===== config.mk =====
export PLATFORM = sky130hd
export DESIGN_NAME = interrupt_ack_sequencer
export DESIGN_NICKNAME = d
export VERILOG_FILES = /design/src/rtl/pic_pkg.sv /design/src/rtl/rotating_priority_select.sv /design/src/rtl/interrupt_ack_sequencer.sv
export SDC_FILE = /design/constraint.sdc
export NUM_CORES = 1
export LEC_CHECK = 0
export ABC_AREA = 0
export BUFFER_PORTS_ARGS = -buffer_cell sky130_fd_sc_hd__buf_2
export CAP_MARGIN = 30
export CORE_UTILIZATION = 59
export CTS_BUF_LIST = sky130_fd_sc_hd__clkbuf_4 sky130_fd_sc_hd__clkbuf_8
export DETAILED_ROUTE_END_ITERATION = 12
export GPL_TIMING_DRIVEN = 0
export PLACE_DENSITY = 0.84
export SLEW_MARGIN = 0
export SYNTH_ARGS = -nofsm -noshare
export SYNTH_HDL_FRONTEND = slang
export SYNTH_SLANG_ARGS = --single-unit
export TNS_END_PERCENT = 5

===== constraint.sdc =====
create_clock -name clk -period 4.8 [get_ports clk]
set_input_delay 0.72 -clock clk [delete_from_list [all_inputs] [get_ports clk]]
set_output_delay 0.72 -clock clk [all_outputs]
set_load 0.01 [all_outputs]

===== src/rtl/pic_pkg.sv =====
// Shared types and helpers for the 8259A-style interrupt controller blocks.
package pic_pkg;

  localparam int unsigned Levels = 8;
  localparam int unsigned LevelW = 3;
  localparam int unsigned BaseW  = 5;

  typedef enum logic [2:0] {
    StIdle,
    StReq,
    StAck1,
    StWait2,
    StAck2
  } ack_state_e;

  // Binary index of a one-hot vector; returns the highest set bit if several are set.
  function automatic logic [LevelW-1:0] onehot_encode(input logic [Levels-1:0] v);
    logic [LevelW-1:0] idx;
    idx = '0;
    for (int i = 0; i < Levels; i++) begin
      if (v[i]) idx = LevelW'(i);
    end
    return idx;
  endfunction

  function automatic logic [7:0] rotate_left8(input logic [7:0] v, input logic [2:0] n);
    logic [15:0] d;
    d = {v, v} << n;
    return d[15:8];
  endfunction

endpackage


===== src/rtl/rotating_priority_select.sv =====
// Picks the highest-priority set bit of isr_i, where priority starts at the level
// just after the one-hot rotation pointer and wraps 7 -> 0.
module rotating_priority_select
  import pic_pkg::*;
(
  input  logic [7:0] isr_i,
  input  logic [7:0] pointer_i,
  output logic [7:0] highest_o
);

  logic [2:0] start;
  logic [7:0] rot;
  logic [7:0] low;

  always_comb begin
    start     = onehot_encode(pointer_i) + 3'd1;
    // Rotate so the highest-priority level lands on bit 0, isolate the lowest set bit,
    // then rotate back into place.
    rot       = rotate_left8(isr_i, 3'd0 - start);
    low       = rot & (~rot + 8'd1);
    highest_o = rotate_left8(low, start);
  end

endmodule


===== src/rtl/interrupt_ack_sequencer.sv =====
// Runs the INT / two-pulse INTA handshake, maintains the in-service register and
// applies normal, specific and automatic EOI with optional priority rotation.
module interrupt_ack_sequencer
  import pic_pkg::*;
#(
  parameter int unsigned LEVELS = 8
) (
  input  logic              clk,
  input  logic              rst_n,
  input  logic [LEVELS-1:0] interrupt,
  input  logic              inta_n,
  input  logic [4:0]        vector_base,
  input  logic              auto_eoi,
  input  logic              rotate_on_aeoi,
  input  logic              eoi_valid,
  input  logic              eoi_specific,
  input  logic [2:0]        eoi_level,
  input  logic              eoi_rotate,
  output logic              int_out,
  output logic [LEVELS-1:0] in_service_register,
  output logic [LEVELS-1:0] highest_level_in_service,
  output logic [LEVELS-1:0] clear_irr,
  output logic [7:0]        data_out,
  output logic              data_oe
);

  ack_state_e  state_q, state_d;
  logic        inta_q, inta_prev_q;
  logic [2:0]  level_q, level_d;
  logic        spurious_q, spurious_d;
  logic [7:0]  isr_q, isr_d;
  logic [7:0]  pointer_q, pointer_d;
  logic [7:0]  clear_irr_q, clear_irr_d;

  logic        fall, rise;
  logic [7:0]  ack_set, aeoi_clear, eoi_highest, eoi_target, eoi_clear;
  logic        aeoi_rotate;

  assign fall = inta_prev_q & ~inta_q;
  assign rise = ~inta_prev_q & inta_q;

  rotating_priority_select u_eoi_select (
    .isr_i    (isr_q),
    .pointer_i(pointer_q),
    .highest_o(eoi_highest)
  );

  always_comb begin
    state_d     = state_q;
    level_d     = level_q;
    spurious_d  = spurious_q;
    ack_set     = '0;
    aeoi_clear  = '0;
    aeoi_rotate = 1'b0;
    unique case (state_q)
      StIdle: begin
        if (interrupt != '0) state_d = StReq;
      end
      StReq: begin
        if (fall) begin
          state_d = StAck1;
          if (interrupt != '0) begin
            level_d    = onehot_encode(interrupt);
            spurious_d = 1'b0;
            ack_set    = 8'd1 << onehot_encode(interrupt);
          end else begin
            // Request vanished before the acknowledge: answer with IR7, touch nothing.
            level_d    = 3'd7;
            spurious_d = 1'b1;
          end
        end
      end
      StAck1: begin
        if (rise) state_d = StWait2;
      end
      StWait2: begin
        if (fall) state_d = StAck2;
      end
      StAck2: begin
        if (rise) begin
          state_d = StIdle;
          if (auto_eoi && !spurious_q) begin
            aeoi_clear  = 8'd1 << level_q;
            aeoi_rotate = rotate_on_aeoi;
          end
        end
      end
      default: state_d = StIdle;
    endcase
  end

  always_comb begin
    clear_irr_d = ack_set;
    eoi_target  = eoi_specific ? (8'd1 << eoi_level) : eoi_highest;
    eoi_clear   = eoi_valid ? (eoi_target & isr_q) : '0;
    // A set from the acknowledge wins over any clear of the same bit.
    isr_d       = (isr_q & ~eoi_clear & ~aeoi_clear) | ack_set;
    pointer_d   = pointer_q;
    if (aeoi_rotate) pointer_d = 8'd1 << level_q;
    if (eoi_valid && eoi_rotate && (eoi_clear != '0)) pointer_d = eoi_clear;
  end

  always_ff @(posedge clk or negedge rst_n) begin
    if (!rst_n) begin
      state_q     <= StIdle;
      inta_q      <= 1'b1;
      inta_prev_q <= 1'b1;
      level_q     <= '0;
      spurious_q  <= 1'b0;
      isr_q       <= '0;
      pointer_q   <= 8'b1000_0000;
      clear_irr_q <= '0;
    end else begin
      state_q     <= state_d;
      inta_q      <= inta_n;
      inta_prev_q <= inta_q;
      level_q     <= level_d;
      spurious_q  <= spurious_d;
      isr_q       <= isr_d;
      pointer_q   <= pointer_d;
      clear_irr_q <= clear_irr_d;
    end
  end

  assign int_out                  = (state_q == StReq);
  assign data_oe                  = (state_q == StAck2);
  assign data_out                 = data_oe ? {vector_base, level_q} : '0;
  assign in_service_register      = isr_q;
  assign highest_level_in_service = pointer_q;
  assign clear_irr                = clear_irr_q;

endmodule

Yosys cells after proc, flatten, opt, wreduce, memory -nomap -nowiden --
Index checks and enable logic that the tools add are counted.
Storage, ports and cells: register bits after elaboration 33, bits in latches 0, RAM bits 0, ROM bits 0, input bits 24, output and inout port bits 34, word-level logic and storage cells 86, memories kept 0
Operators by class: add/sub/neg operators 3, $mul 0, div/mod/pow operators 0, magnitude comparators 0, equal/unequal tests 9, shift operators 5, muxes and demuxes 39, bitwise gates (word level) 12, reductions and logical operators 10
Operator list (count):
- two-way mux 8 bit | 11
- two-way mux 3 bit | 19
- AND 8 bit | 4
- left shift 16 x 3 -> 16 bit | 2
- inverter 8 bit | 3
- left shift 1 x 3 -> 8 bit, first input constant | 3
- nonzero test 8 bit | 2
- one-hot mux 3 bit (5 select lines) | 1
- adder 8 x 1 -> 8 bit, second input constant | 1
- OR 8 bit | 1
- equality test 3 x 2 -> 1 bit, second input constant | 2
- two-way mux 1 bit | 6
- != test 2 bit, second input constant | 3
- AND reduction 5 bit | 1
- two-way mux 2 bit | 2
- != test 2 x 1 -> 1 bit, second input constant | 2
- adder 3 x 1 -> 3 bit, second input constant | 1
- equality test 3 x 1 -> 1 bit, second input constant | 1
- equality test 3 bit, second input constant | 1
- logical AND 1 bit | 3
- logical NOT 3 bit | 1
- subtractor 1 x 3 -> 3 bit, first input constant | 1
- AND 1 bit | 2
- inverter 1 bit | 2
- other kinds (3) | 3

Longest topological paths before layout --
Gate-level depths: netlist of the first run.
depth after elaboration 21, mapped depth 20, depth with buffers taken out 15

By module --
Synthesis of the first run repeated with hierarchy kept, for this count alone.
Unflattened totals: cells, all modules 333, area, all modules 2921.6 µm²
Modules (own cells, without submodules):
- interrupt_ack_sequencer | times used 1, cells an instance 178, area each 1861.8 µm², seq. area each 829.5 µm²
- rotating_priority_select | times used 1, cells an instance 155, area each 1059.8 µm², seq. area each 0.0 µm²

Worst setup path after synthesis of the first run --
No wires, ideal clock.
path type reg-to-reg, start point reg pointer_q[5], in the netlist highest_level_in_service[5], end point reg pointer_q[7], in the netlist highest_level_in_service[7], setup time 0.075 ns, arrival time 4.091 ns, required time 4.725 ns, slack 0.634 ns, cell stages (with the launch flop) 19, buffers on the path 4, period minus slack after synthesis 4.166 ns, cells stage by stage dfrtp_1 > nor2b_1 > or2_1 > clkbuf_1 > nor2_1 > inv_1 > ha_1 > buf_2 > buf_4 > buf_2 > mux4_2 > nand3_1 > o221ai_1 > a32o_1 > a31o_1 > a31oi_2 > a21oi_2 > o41ai_4 > mux2i_1
On the way: word-level cells in the longest chain between the ends 16, elaborated cells on any way between the ends 17, classes of those cells add/sub (3); shift (2); mux (6); bitwise (3); reduce/logical (3)
Ends and longest elaborated chain:
- from (decl) | RTL line interrupt_ack_sequencer.sv:32 | logic [7:0] pointer_q, pointer_d;
- from (signal assigned) | RTL line interrupt_ack_sequencer.sv:120 | pointer_q <= pointer_d;
- two-way mux 3 bit (*) (3 in a row) | RTL line pic_pkg.sv:21 | if (v[i]) idx = LevelW'(i);
- adder 3 x 1 -> 3 bit (*) | RTL line rotating_priority_select.sv:16 | start = onehot_encode(pointer_i) + 3'd1;
- subtractor 1 x 3 -> 3 bit | RTL line rotating_priority_select.sv:19 | rot = rotate_left8(isr_i, 3'd0 - start);
- left shift 16 x 3 -> 16 bit | RTL line pic_pkg.sv:28 | d = {v, v} << n;
- inverter 8 bit | RTL line rotating_priority_select.sv:20 | low = rot & (~rot + 8'd1);
- adder 8 x 1 -> 8 bit | RTL line rotating_priority_select.sv:20
- AND 8 bit | RTL line rotating_priority_select.sv:20
- left shift 16 x 3 -> 16 bit (*) | RTL line pic_pkg.sv:28
- two-way mux 8 bit (*) | RTL line interrupt_ack_sequencer.sv:94 | eoi_target = eoi_specific ? (8'd1 << eoi_level) : eoi_highest;
- AND 8 bit (*) | RTL line interrupt_ack_sequencer.sv:95 | eoi_clear = eoi_valid ? (eoi_target & isr_q) : '0;
- two-way mux 8 bit (*) | RTL line interrupt_ack_sequencer.sv:95
- nonzero test 8 bit | RTL line interrupt_ack_sequencer.sv:100 | if (eoi_valid && eoi_rotate && (eoi_clear != '0)) pointer_d = eoi_clear;
- logical AND 1 bit | RTL line interrupt_ack_sequencer.sv:100
- two-way mux 8 bit / nonzero test 2 bit (equally long branches)
Every way passes the cells marked *; elsewhere a longest branch is shown, timed or not. A chain may end at the register's enable or synchronous reset.

Worst setup path after layout of the first run --
start point reg pointer_q[5], in the netlist highest_level_in_service[5], end point reg pointer_q[5], in the netlist highest_level_in_service[5]
Same word-level chain as after synthesis.

==> results.yml, run 1 <==
yosys:
  ys_ff_latch: 33
  ys.flop_type: "dfrtp_1"
  syn_nets: 435
  ys_seq_area_frac: 0.253
  synth_cell_types: 78
  syn_area_sq_um: 3280
  synth_warnings: 0
  ys_async_sr_fraction: 1.00
  avgSynthCellArea_sq_um: 8.00
  synth_edf_count: 0
  synthCells: 410
cts:
  root_buffer: "clkbuf_8"
  clock_sinks: 33
  htree_levels: 2
  clk_path_buf_depth: 2
  path_clk_slew_ns: 0.07
  cts_buffers: 5
  cts_tree: "yes"
  cts_hold_buf: 0
  clk_latency_ns: 0.29
sta:
  hold_slack_ns: 0.407
  max_slew_margin: 0.460
  tightest_slew_ns: 0.804
  finalHoldViolations: 0
  fmax_ghz: 0.214
  fin_crit_sh: 0.975
  finalClockSkew_ns: 0.00999
  finalSetupViolCount: 0
  period_minus_slack_ns: 4.68
  slew_viol_final: 0
setup_path:
  crit_required_ns: 5.01
  cp_data_arrival_time_ns: 4.89
  startpoint_type: "register"
  critical_path.slowest_cell: "dfrtp_1"
  crit_path_end_kind: "register"
  crit_fanout: 10
  path_cells: "nor2b_1, or2_1, nor2_4, inv_1, ha_1, buf_2, buf_4, clkbuf_4, clkbuf_4, clkbuf_1, nor3_1, a22oi_1, o31ai_2, mux2i_1, nor2_2, o41ai_4, buf_4, mux2i_1"
  max_stage_delay_ns: 0.46
  path_class: "register to register"
  worstReg2RegStart: "highest_level_in_service[5]"
  startpoint: "highest_level_in_service[5]"
floorplanning:
  die_x_microns: 76.5
  num_rows: 26
  initial_core_util: 0.626
  core_sq_um: 5240
  io_pins: 58
  dieHeight_microns: 76.5
  die_area_sq_um: 5860
layout:
  drive_gt1_frac: 0.268
  finalInstanceArea_sq_um: 3820
  diodes: 0
  fill_cells: 436
  fin_cells: 544
  nets: 498
  area_delta_synth_final_pct: 16.7
placement:
  port_buffers: 55
  gp_congestion: 0.976
  placedCellCount: 535
  placed_area_sq_um: 3640
  dp_hpwl_microns: 7910
routing:
  drtIter0Drc: 559
  drc: 0
  vias: 3830
  drt_wl_total_microns: 11100
  routedWlPerCell_microns: 20.3
  routed_via_density: 7.04
  drt-pass1-iter-count: 8
  postRouteAntennaNets: 0
min_path:
  hold_class: "register to register"
  worstHoldStart: "inta_q"
global_route:
  overflow: 0
  grt_pass1_vias: 3366
  grt_pass1_wl_microns: 16900
  grt_start_max_net_pins: 34
  groute.usage.overall: 0.371
  antenna_found_initial: 0
status:
  status: "finished, final reports clean"
flow_run:
  cap_violations: 0
-- per-stage QoR --
step | utilization | setup slack [ns] | TNS [ns]
floorplan | - | 0.634 | 0
global placement | 0.695 | -0.143 | -0.518
detailed placement | 0.695 | -0.147 | -0.512
CTS | 0.713 | 0.0195 | 0
global route | 0.730 | -0.0520 | -0.108
finish | 0.730 | 0.118 | 0
-- state kept, by name, indices dropped and copies added (netlist names) --
signal and count:
level_q 3, inta_q 1, in_service_register 8, state_q 3, spurious_q 1, highest_level_in_service 8, clear_irr 8, inta_prev_q 1
-- layout make-up --
class,count,area (sq um),share of cell area
buffer,30,149,0.0389
clock buffer,7,83.8,0.0219
clock inverter,1,5.00,0.00131
inverter,8,31.3,0.00818
multi-input combinational,338,2350,0.614
sequential,33,830,0.217
tap,70,87.6,0.0229
timing repair buffer,57,290,0.0759
-- per-layer routing --
metal	global-route usage	up-vias	part of all wire
li1	-	1689	-
met1	0.481	1738	0.38
met2	0.571	323	0.45
met3	0.0898	80	0.11
met4	0.192	0	0.056
met5	0	-	0
-- Yosys cell counts (all sizes together) (4+ instances only) --
cell type,instances,share of area
inv,7,0.0080
o21ai,24,0.038
nand2,40,0.046
and2,15,0.030
o22ai,8,0.015
a31o,8,0.021
o31ai,8,0.018
nand2b,7,0.013
o41ai,4,0.019
nand4,4,0.0076
nor2b,8,0.015
a211oi,4,0.012
dfrtp,30,0.23
a31oi,9,0.021
nand3,15,0.027
nor3b,16,0.037
nor4,5,0.014
a21oi,23,0.036
o211ai,7,0.016
clkbuf,21,0.024
or3,4,0.0076
o221ai,5,0.013
buf,10,0.020
mux2i,15,0.046
nor2,29,0.033
nand3b,6,0.014
nor3,17,0.026
and3,5,0.0095
-- kinds of logic (layout without fill, tap and decap cells) --
group	Yosys count	count (layout)	synth area share
compound gates	128	128	0.290
flops	33	33	0.253
mux	20	20	0.0733
xor+xnor	2	2	0.00764
fa+ha+maj	1	1	0.00382
buf+inv	39	103	0.0538
simple gates	187	187	0.319
-- path summary, 6_finish.rpt --
path / endpoint / slack (ns) / cells past startpoint
max in group asynchronous: in_service_register[1] / 3.83 / 1
hold reg to reg: inta_prev_q / 0.41 / 0
setup / recovery: highest_level_in_service[5] / 0.12 / 18
hold / removal: inta_prev_q / 0.41 / 0
setup reg to reg: highest_level_in_service[5] / 0.12 / 18
min in group asynchronous: clear_irr[6] / 0.49 / 1
-- worst max-delay path: cells and delay by family (launching register included) --
family,cells,cell delay (ns)
compound gates,3,0.72
buf+inv,7,1.64
flops,1,0.46
simple gates,5,0.98
mux,2,0.47
fa+ha+maj,1,0.31
-- repair_timing --
action,in CTS,in global routing
gates resized for setup,3,19
setup buffers,0,2
hold endpoints to repair,0,0
pin swaps,1,1
endpoints found under the setup margin,6,14
-- cells in the final DEF (no fill, tap or decap), types with 4 or more instances in the layout --
master / count
buf_2: 58
nand2_1: 40
dfrtp_1: 30
nor2_1: 27
o21ai_0: 22
clkbuf_1: 19
a21oi_1: 17
nor3b_1: 16
nor3_1: 16
mux2i_1: 15
nand3_1: 14
and2_1: 13
nor2b_1: 8
o22ai_1: 8
inv_1: 7
nand2b_1: 7
a31oi_1: 7
o211ai_1: 7
a31o_2: 7
nand3b_1: 6
o31ai_1: 6
a21oi_2: 6
o221ai_1: 5
and3_1: 5
clkbuf_8: 5
nor4_1: 4
buf_4: 4
nand4_1: 4
or3_1: 4
clkbuf_4: 4
Power of run 1 is not shown: default switching activity piles up to over one toggle a cycle in this logic, so the estimate is an artifact.
==> run 2, diff against run 1 <==
--- a/config.mk
+++ b/config.mk
@@ -8,11 +8,10 @@
 export ABC_AREA = 0
 export BUFFER_PORTS_ARGS = -buffer_cell sky130_fd_sc_hd__buf_2
 export CAP_MARGIN = 30
-export CORE_UTILIZATION = 59
+export CORE_UTILIZATION = 36
 export CTS_BUF_LIST = sky130_fd_sc_hd__clkbuf_4 sky130_fd_sc_hd__clkbuf_8
 export DETAILED_ROUTE_END_ITERATION = 12
 export GPL_TIMING_DRIVEN = 0
-export PLACE_DENSITY = 0.84
 export SLEW_MARGIN = 0
 export SYNTH_ARGS = -nofsm -noshare
 export SYNTH_HDL_FRONTEND = slang
==> run 2 against run 1 <==
Compared with the run above: non-clock buffer count rose by 1; critical path type unchanged; critical endpoint is now highest_level_in_service[1]; register-to-register slack improved by 0.08 ns; worst hold slack improved by 0.0043 ns; first-iteration DRC count fell by 53%; via count fell by 4.7%; count of clock-buffer cells in the layout fell by 2.
==> results.yml, run 2 (synthesis results as in run 1) <==
layout:
  final_cell_mix: "buf_2 (57), nand2_1 (40), dfrtp_1 (28)"
  multiInputGateArea_sq_um: 2350
  fill_cells: 912
  finalInstanceArea_sq_um: 3920
  seq_area_sq_um: 832
  drive_gt1_frac: 0.274
  final_common_cell: "buf_2"
  nets: 499
  area_delta_synth_final_pct: 19.5
  diodes: 0
  fin_cells: 583
setup_path:
  r2r_cells: 17
  crit_path_end_kind: "register"
  crit_required_ns: 4.96
  path_class: "register to register"
  startpoint: "highest_level_in_service[2]"
  startpoint_type: "register"
  worstReg2RegStart: "highest_level_in_service[2]"
  crit_fanout: 10
  cp_data_arrival_time_ns: 4.76
floorplanning:
  die_x_microns: 97.4
  initial_core_util: 0.374
  io_pins: 58
  die_area_sq_um: 9490
  num_rows: 34
  dieHeight_microns: 97.4
  core_sq_um: 8760
routing:
  routedWlPerCell_microns: 18.6
  drt-pass1-iter-count: 5
  postRouteAntennaNets: 0
  routed_via_density: 6.26
  vias: 3651
  drtIter0Drc: 262
  drt_wl_total_microns: 10800
  drc: 0
placement:
  placed_area_sq_um: 3690
  dp_slack_ns: -0.121
  port_buffers: 55
  gp_congestion: 0.937
  dp_hpwl_microns: 8130
  placedCellCount: 573
cts:
  cts_buffers: 5
  htree_levels: 2
  clk_path_buf_depth: 2
  clk_latency_ns: 0.29
  path_clk_slew_ns: 0.07
  clock_sinks: 33
  root_buffer: "clkbuf_8"
  cts_tree: "yes"
sta:
  rsz0062_at_grt: "false"
  setup_tns_ns: 0
  fmax_ghz: 0.217
  slew_viol_final: 0
  layout_setup_ws_ns: 0.200
  finalClockSkew_ns: 0.00980
  fin_crit_sh: 0.958
  finalHoldViolations: 0
  finalSetupViolCount: 0
  period_minus_slack_ns: 4.60
  max_slew_margin: 0.427
  tightest_slew_ns: 0.852
global_route:
  grt_pass1_wl_microns: 17600
  antenna_found_initial: 0
  overflow: 0
  grt_pass1_vias: 3453
  groute.usage.overall: 0.230
  grt_start_max_net_pins: 34
min_path:
  min_path_cells: 0
  hold_class: "register to register"
  worstHoldStart: "inta_q"
status:
  status: "finished, final reports clean"
flow_run:
  cap_violations: 0
-- run 2: critical path: stages, from the launching register on --
cell	delay, ns
dfrtp_1	0.42
nor2b_1	0.35
o21a_1	0.34
nor2_2	0.09
inv_1	0.15
ha_1	0.27
buf_2	0.17
buf_4	0.18
or3b_2	0.48
a211oi_1	0.47
a311oi_1	0.12
or4_1	0.49
o31a_1	0.17
o221a_2	0.27
nand3_4	0.12
o41ai_4	0.08
buf_4	0.18
mux2i_1	0.12
-- run 2: through the flow --
step	hold slack, ns	util
6_report	0.411	0.447
2_1_floorplan	0.381	-
5_1_grt	0.422	0.447
4_1_cts	0.410	0.434
3_5_place_dp	0.399	0.421
3_3_place_gp	0.396	0.421
-- run 2: final cells by class --
type / count / share of cell area
sequential: 33 / 0.212
timing repair buffer: 58 / 0.0760
tap: 108 / 0.0345
clock buffer: 5 / 0.0176
buffer: 30 / 0.0393
inverter: 8 / 0.00830
clock inverter: 3 / 0.0118
multi-input combinational: 338 / 0.600
-- run 2: metal layers --
| layer | up-vias | GRT usage | wire, microns | share of wire |
|---|---|---|---|---|
| li1 | 1699 | - | - | - |
| met1 | 1772 | 0.317 | 4850 | 0.45 |
| met2 | 162 | 0.370 | 5120 | 0.47 |
| met3 | 18 | 0.0302 | 693 | 0.064 |
| met4 | 0 | 0.0781 | 186 | 0.017 |
| met5 | - | 0 | 0 | 0 |
-- run 2: what timing repair did --
action,4_1_cts,5_1_grt
gates resized for setup,3,26
hold endpoints to repair,0,0
setup buffers,0,3
hold buffers,0,0
pin swaps,0,3
setup endpoints to repair,6,11
-- run 2: final timing paths --
kind,slack [ns],endpoint
worst max-delay path,0.20,highest_level_in_service[1]
worst min-delay path,0.41,inta_prev_q
worst max register to register,0.20,highest_level_in_service[1]
worst min register to register,0.41,inta_prev_q
max in group asynchronous,3.80,highest_level_in_service[6]
min in group asynchronous,0.48,state_q[2]
Power of run 2 is left out for the same reason.
==> run 3, diff against run 2 <==
--- a/config.mk
+++ b/config.mk
@@ -8,10 +8,13 @@
 export ABC_AREA = 0
 export BUFFER_PORTS_ARGS = -buffer_cell sky130_fd_sc_hd__buf_2
 export CAP_MARGIN = 30
+export CELL_PAD_IN_SITES_DETAIL_PLACEMENT = 0
+export CELL_PAD_IN_SITES_GLOBAL_PLACEMENT = 1
 export CORE_UTILIZATION = 36
 export CTS_BUF_LIST = sky130_fd_sc_hd__clkbuf_4 sky130_fd_sc_hd__clkbuf_8
 export DETAILED_ROUTE_END_ITERATION = 12
 export GPL_TIMING_DRIVEN = 0
+export PLACE_DENSITY_LB_ADDON = 0.1
 export SLEW_MARGIN = 0
 export SYNTH_ARGS = -nofsm -noshare
 export SYNTH_HDL_FRONTEND = slang
==> run 3 against run 2 <==
Compared with the run above: clock skew about the same; global-route usage up 1.8 points; sequential cell count unchanged; critical path type unchanged; critical endpoint is now highest_level_in_service[3]; highest routed layer unchanged.
==> results.yml, run 3 (synthesis results as in run 1) <==
status:
  status: "finished, final reports clean"
cts:
  htree_levels: 2
  path_clk_slew_ns: 0.06
  cts_buffers: 5
  clock_sinks: 33
  clk_path_buf_depth: 2
  cts_tree: "yes"
  root_buffer: "clkbuf_8"
  clk_latency_ns: 0.29
placement:
  dp_hpwl_microns: 8720
  port_buffers: 55
  placedCellCount: 573
  gp_congestion: 0.914
layout:
  area_delta_synth_final_pct: 17.7
  diodes: 0
  seq_area_sq_um: 830
  drive_gt1_frac: 0.262
  fill_cells: 935
  fin_cells: 582
  final_cell_mix: "buf_2 (59), nand2_1 (40), dfrtp_1 (30)"
  final_common_cell: "buf_2"
  multiInputGateArea_sq_um: 2330
  nets: 498
setup_path:
  r2r_cells: 19
  crit_path_end_kind: "register"
  ff2ff_setup_slack_ns: 0.19
  worst_r2r_endpoint: "highest_level_in_service[3]"
  cp_data_arrival_time_ns: 4.76
  worstReg2RegStart: "highest_level_in_service[5]"
  path_class: "register to register"
  startpoint_type: "register"
  crit_fanout: 10
  crit_required_ns: 4.95
min_path:
  hold_end: "inta_prev_q"
  worstHoldStart: "inta_q"
  min_path_cells: 0
  hold_class: "register to register"
floorplanning:
  initial_core_util: 0.374
  core_sq_um: 8760
  dieHeight_microns: 97.4
  num_rows: 34
  io_pins: 58
  die_area_sq_um: 9490
  die_x_microns: 97.4
sta:
  max_slew_margin: 0.475
  finalHoldViolations: 0
  fmax_ghz: 0.217
  rsz0062_at_grt: "true"
  slew_viol_final: 0
  tightest_slew_ns: 0.782
  finalSetupViolCount: 0
  finalClockSkew_ns: 0.00957
  period_minus_slack_ns: 4.61
  fin_crit_sh: 0.961
routing:
  routed_via_density: 6.16
  drt_wl_total_microns: 11600
  drc: 0
  drtIter0Drc: 243
  routedWlPerCell_microns: 19.9
  vias: 3584
  drt-pass1-iter-count: 5
  postRouteAntennaNets: 0
flow_run:
  cap_violations: 0
global_route:
  overflow: 0
  grt_pass1_wl_microns: 18800
  antenna_found_initial: 0
  grt_pass1_vias: 3452
  groute.usage.overall: 0.248
  grt_start_max_net_pins: 34
==> run 3: cell count changes in the layout (fill, tap and decap cells not counted), moves of 2 or more <==
cell / previous run / this run
dfrtp_2: 2 / 0
mux2i_1: 13 / 15
buf_2: 57 / 59
o31ai_1: 5 / 7
dfrtp_1: 28 / 30
o31ai_2: 3 / 1
mux2i_2: 2 / 0
==> run 3: cell type report <==
cell class,count,area share
sequential,33,0.215
multi-input combinational,338,0.603
inverter,8,0.00811
timing repair buffer,57,0.0752
tap,108,0.0350
clock buffer,8,0.0253
buffer,30,0.0386
==> run 3: routing by layer <==
| layer | routed length, microns | GRT usage | part of all wire | vias to the layer above |
|---|---|---|---|---|
| li1 | - | - | - | 1683 |
| met1 | 5490 | 0.368 | 0.47 | 1739 |
| met2 | 5140 | 0.382 | 0.44 | 141 |
| met3 | 734 | 0.0317 | 0.063 | 21 |
| met4 | 198 | 0.0600 | 0.017 | 0 |
| met5 | 0 | 0 | 0 | - |
==> run 3: how the worst max path moves through the flow <==
stage | startpoint | end | slack, ns | depth (start not counted)
final | highest_level_in_service[5] | highest_level_in_service[3] | 0.19 | 19
after detailed placement | highest_level_in_service[5] | highest_level_in_service[7] | -0.18 | 18
after global routing | highest_level_in_service[5] | highest_level_in_service[3] | -0.05 | 19
after CTS | highest_level_in_service[5] | highest_level_in_service[1] | 0.002 | 17
after floorplan | highest_level_in_service[5] | highest_level_in_service[7] | 0.63 | 18
after global placement | highest_level_in_service[5] | highest_level_in_service[4] | -0.23 | 19
==> run 3: critical path, cell delays in order, from the launching register on <==
cell and delay, ns:
dfrtp_1 0.46, nor2b_1 0.20, or2_1 0.36, nor2_2 0.21
inv_1 0.12, ha_1 0.32, buf_2 0.17, buf_4 0.18
nor3_1 0.26, nor3_1 0.10, o21ai_0 0.16, nand2_1 0.13
or3_1 0.36, clkbuf_2 0.17, o31ai_1 0.43, mux2i_1 0.22
nor2_2 0.23, o41ai_4 0.10, buf_4 0.19, mux2i_1 0.11
==> run 3: what timing repair did <==
| item | 4_1_cts | 5_1_grt |
|---|---|---|
| buffers inserted | 0 | 2 |
| gates resized for setup | 5 | 14 |
| setup endpoints to repair | 7 | 10 |
| hold buffers | 0 | 0 |
| pin swaps | 1 | 2 |
==> run 3: through the flow <==
stage	worst slack (ns)	instance area [sq um]	utilization	hold slack (ns)	setup TNS, ns
finish	0.188	3860	0.440	0.414	0
global route	-0.0514	3860	0.440	0.421	-0.175
CTS	0.00158	3790	0.433	0.412	0
detailed placement	-0.177	3690	0.421	0.402	-0.867
global placement	-0.233	3690	0.421	0.402	-0.854
floorplan	0.634	3280	-	0.381	0
Power of run 3 is left out for the same reason.
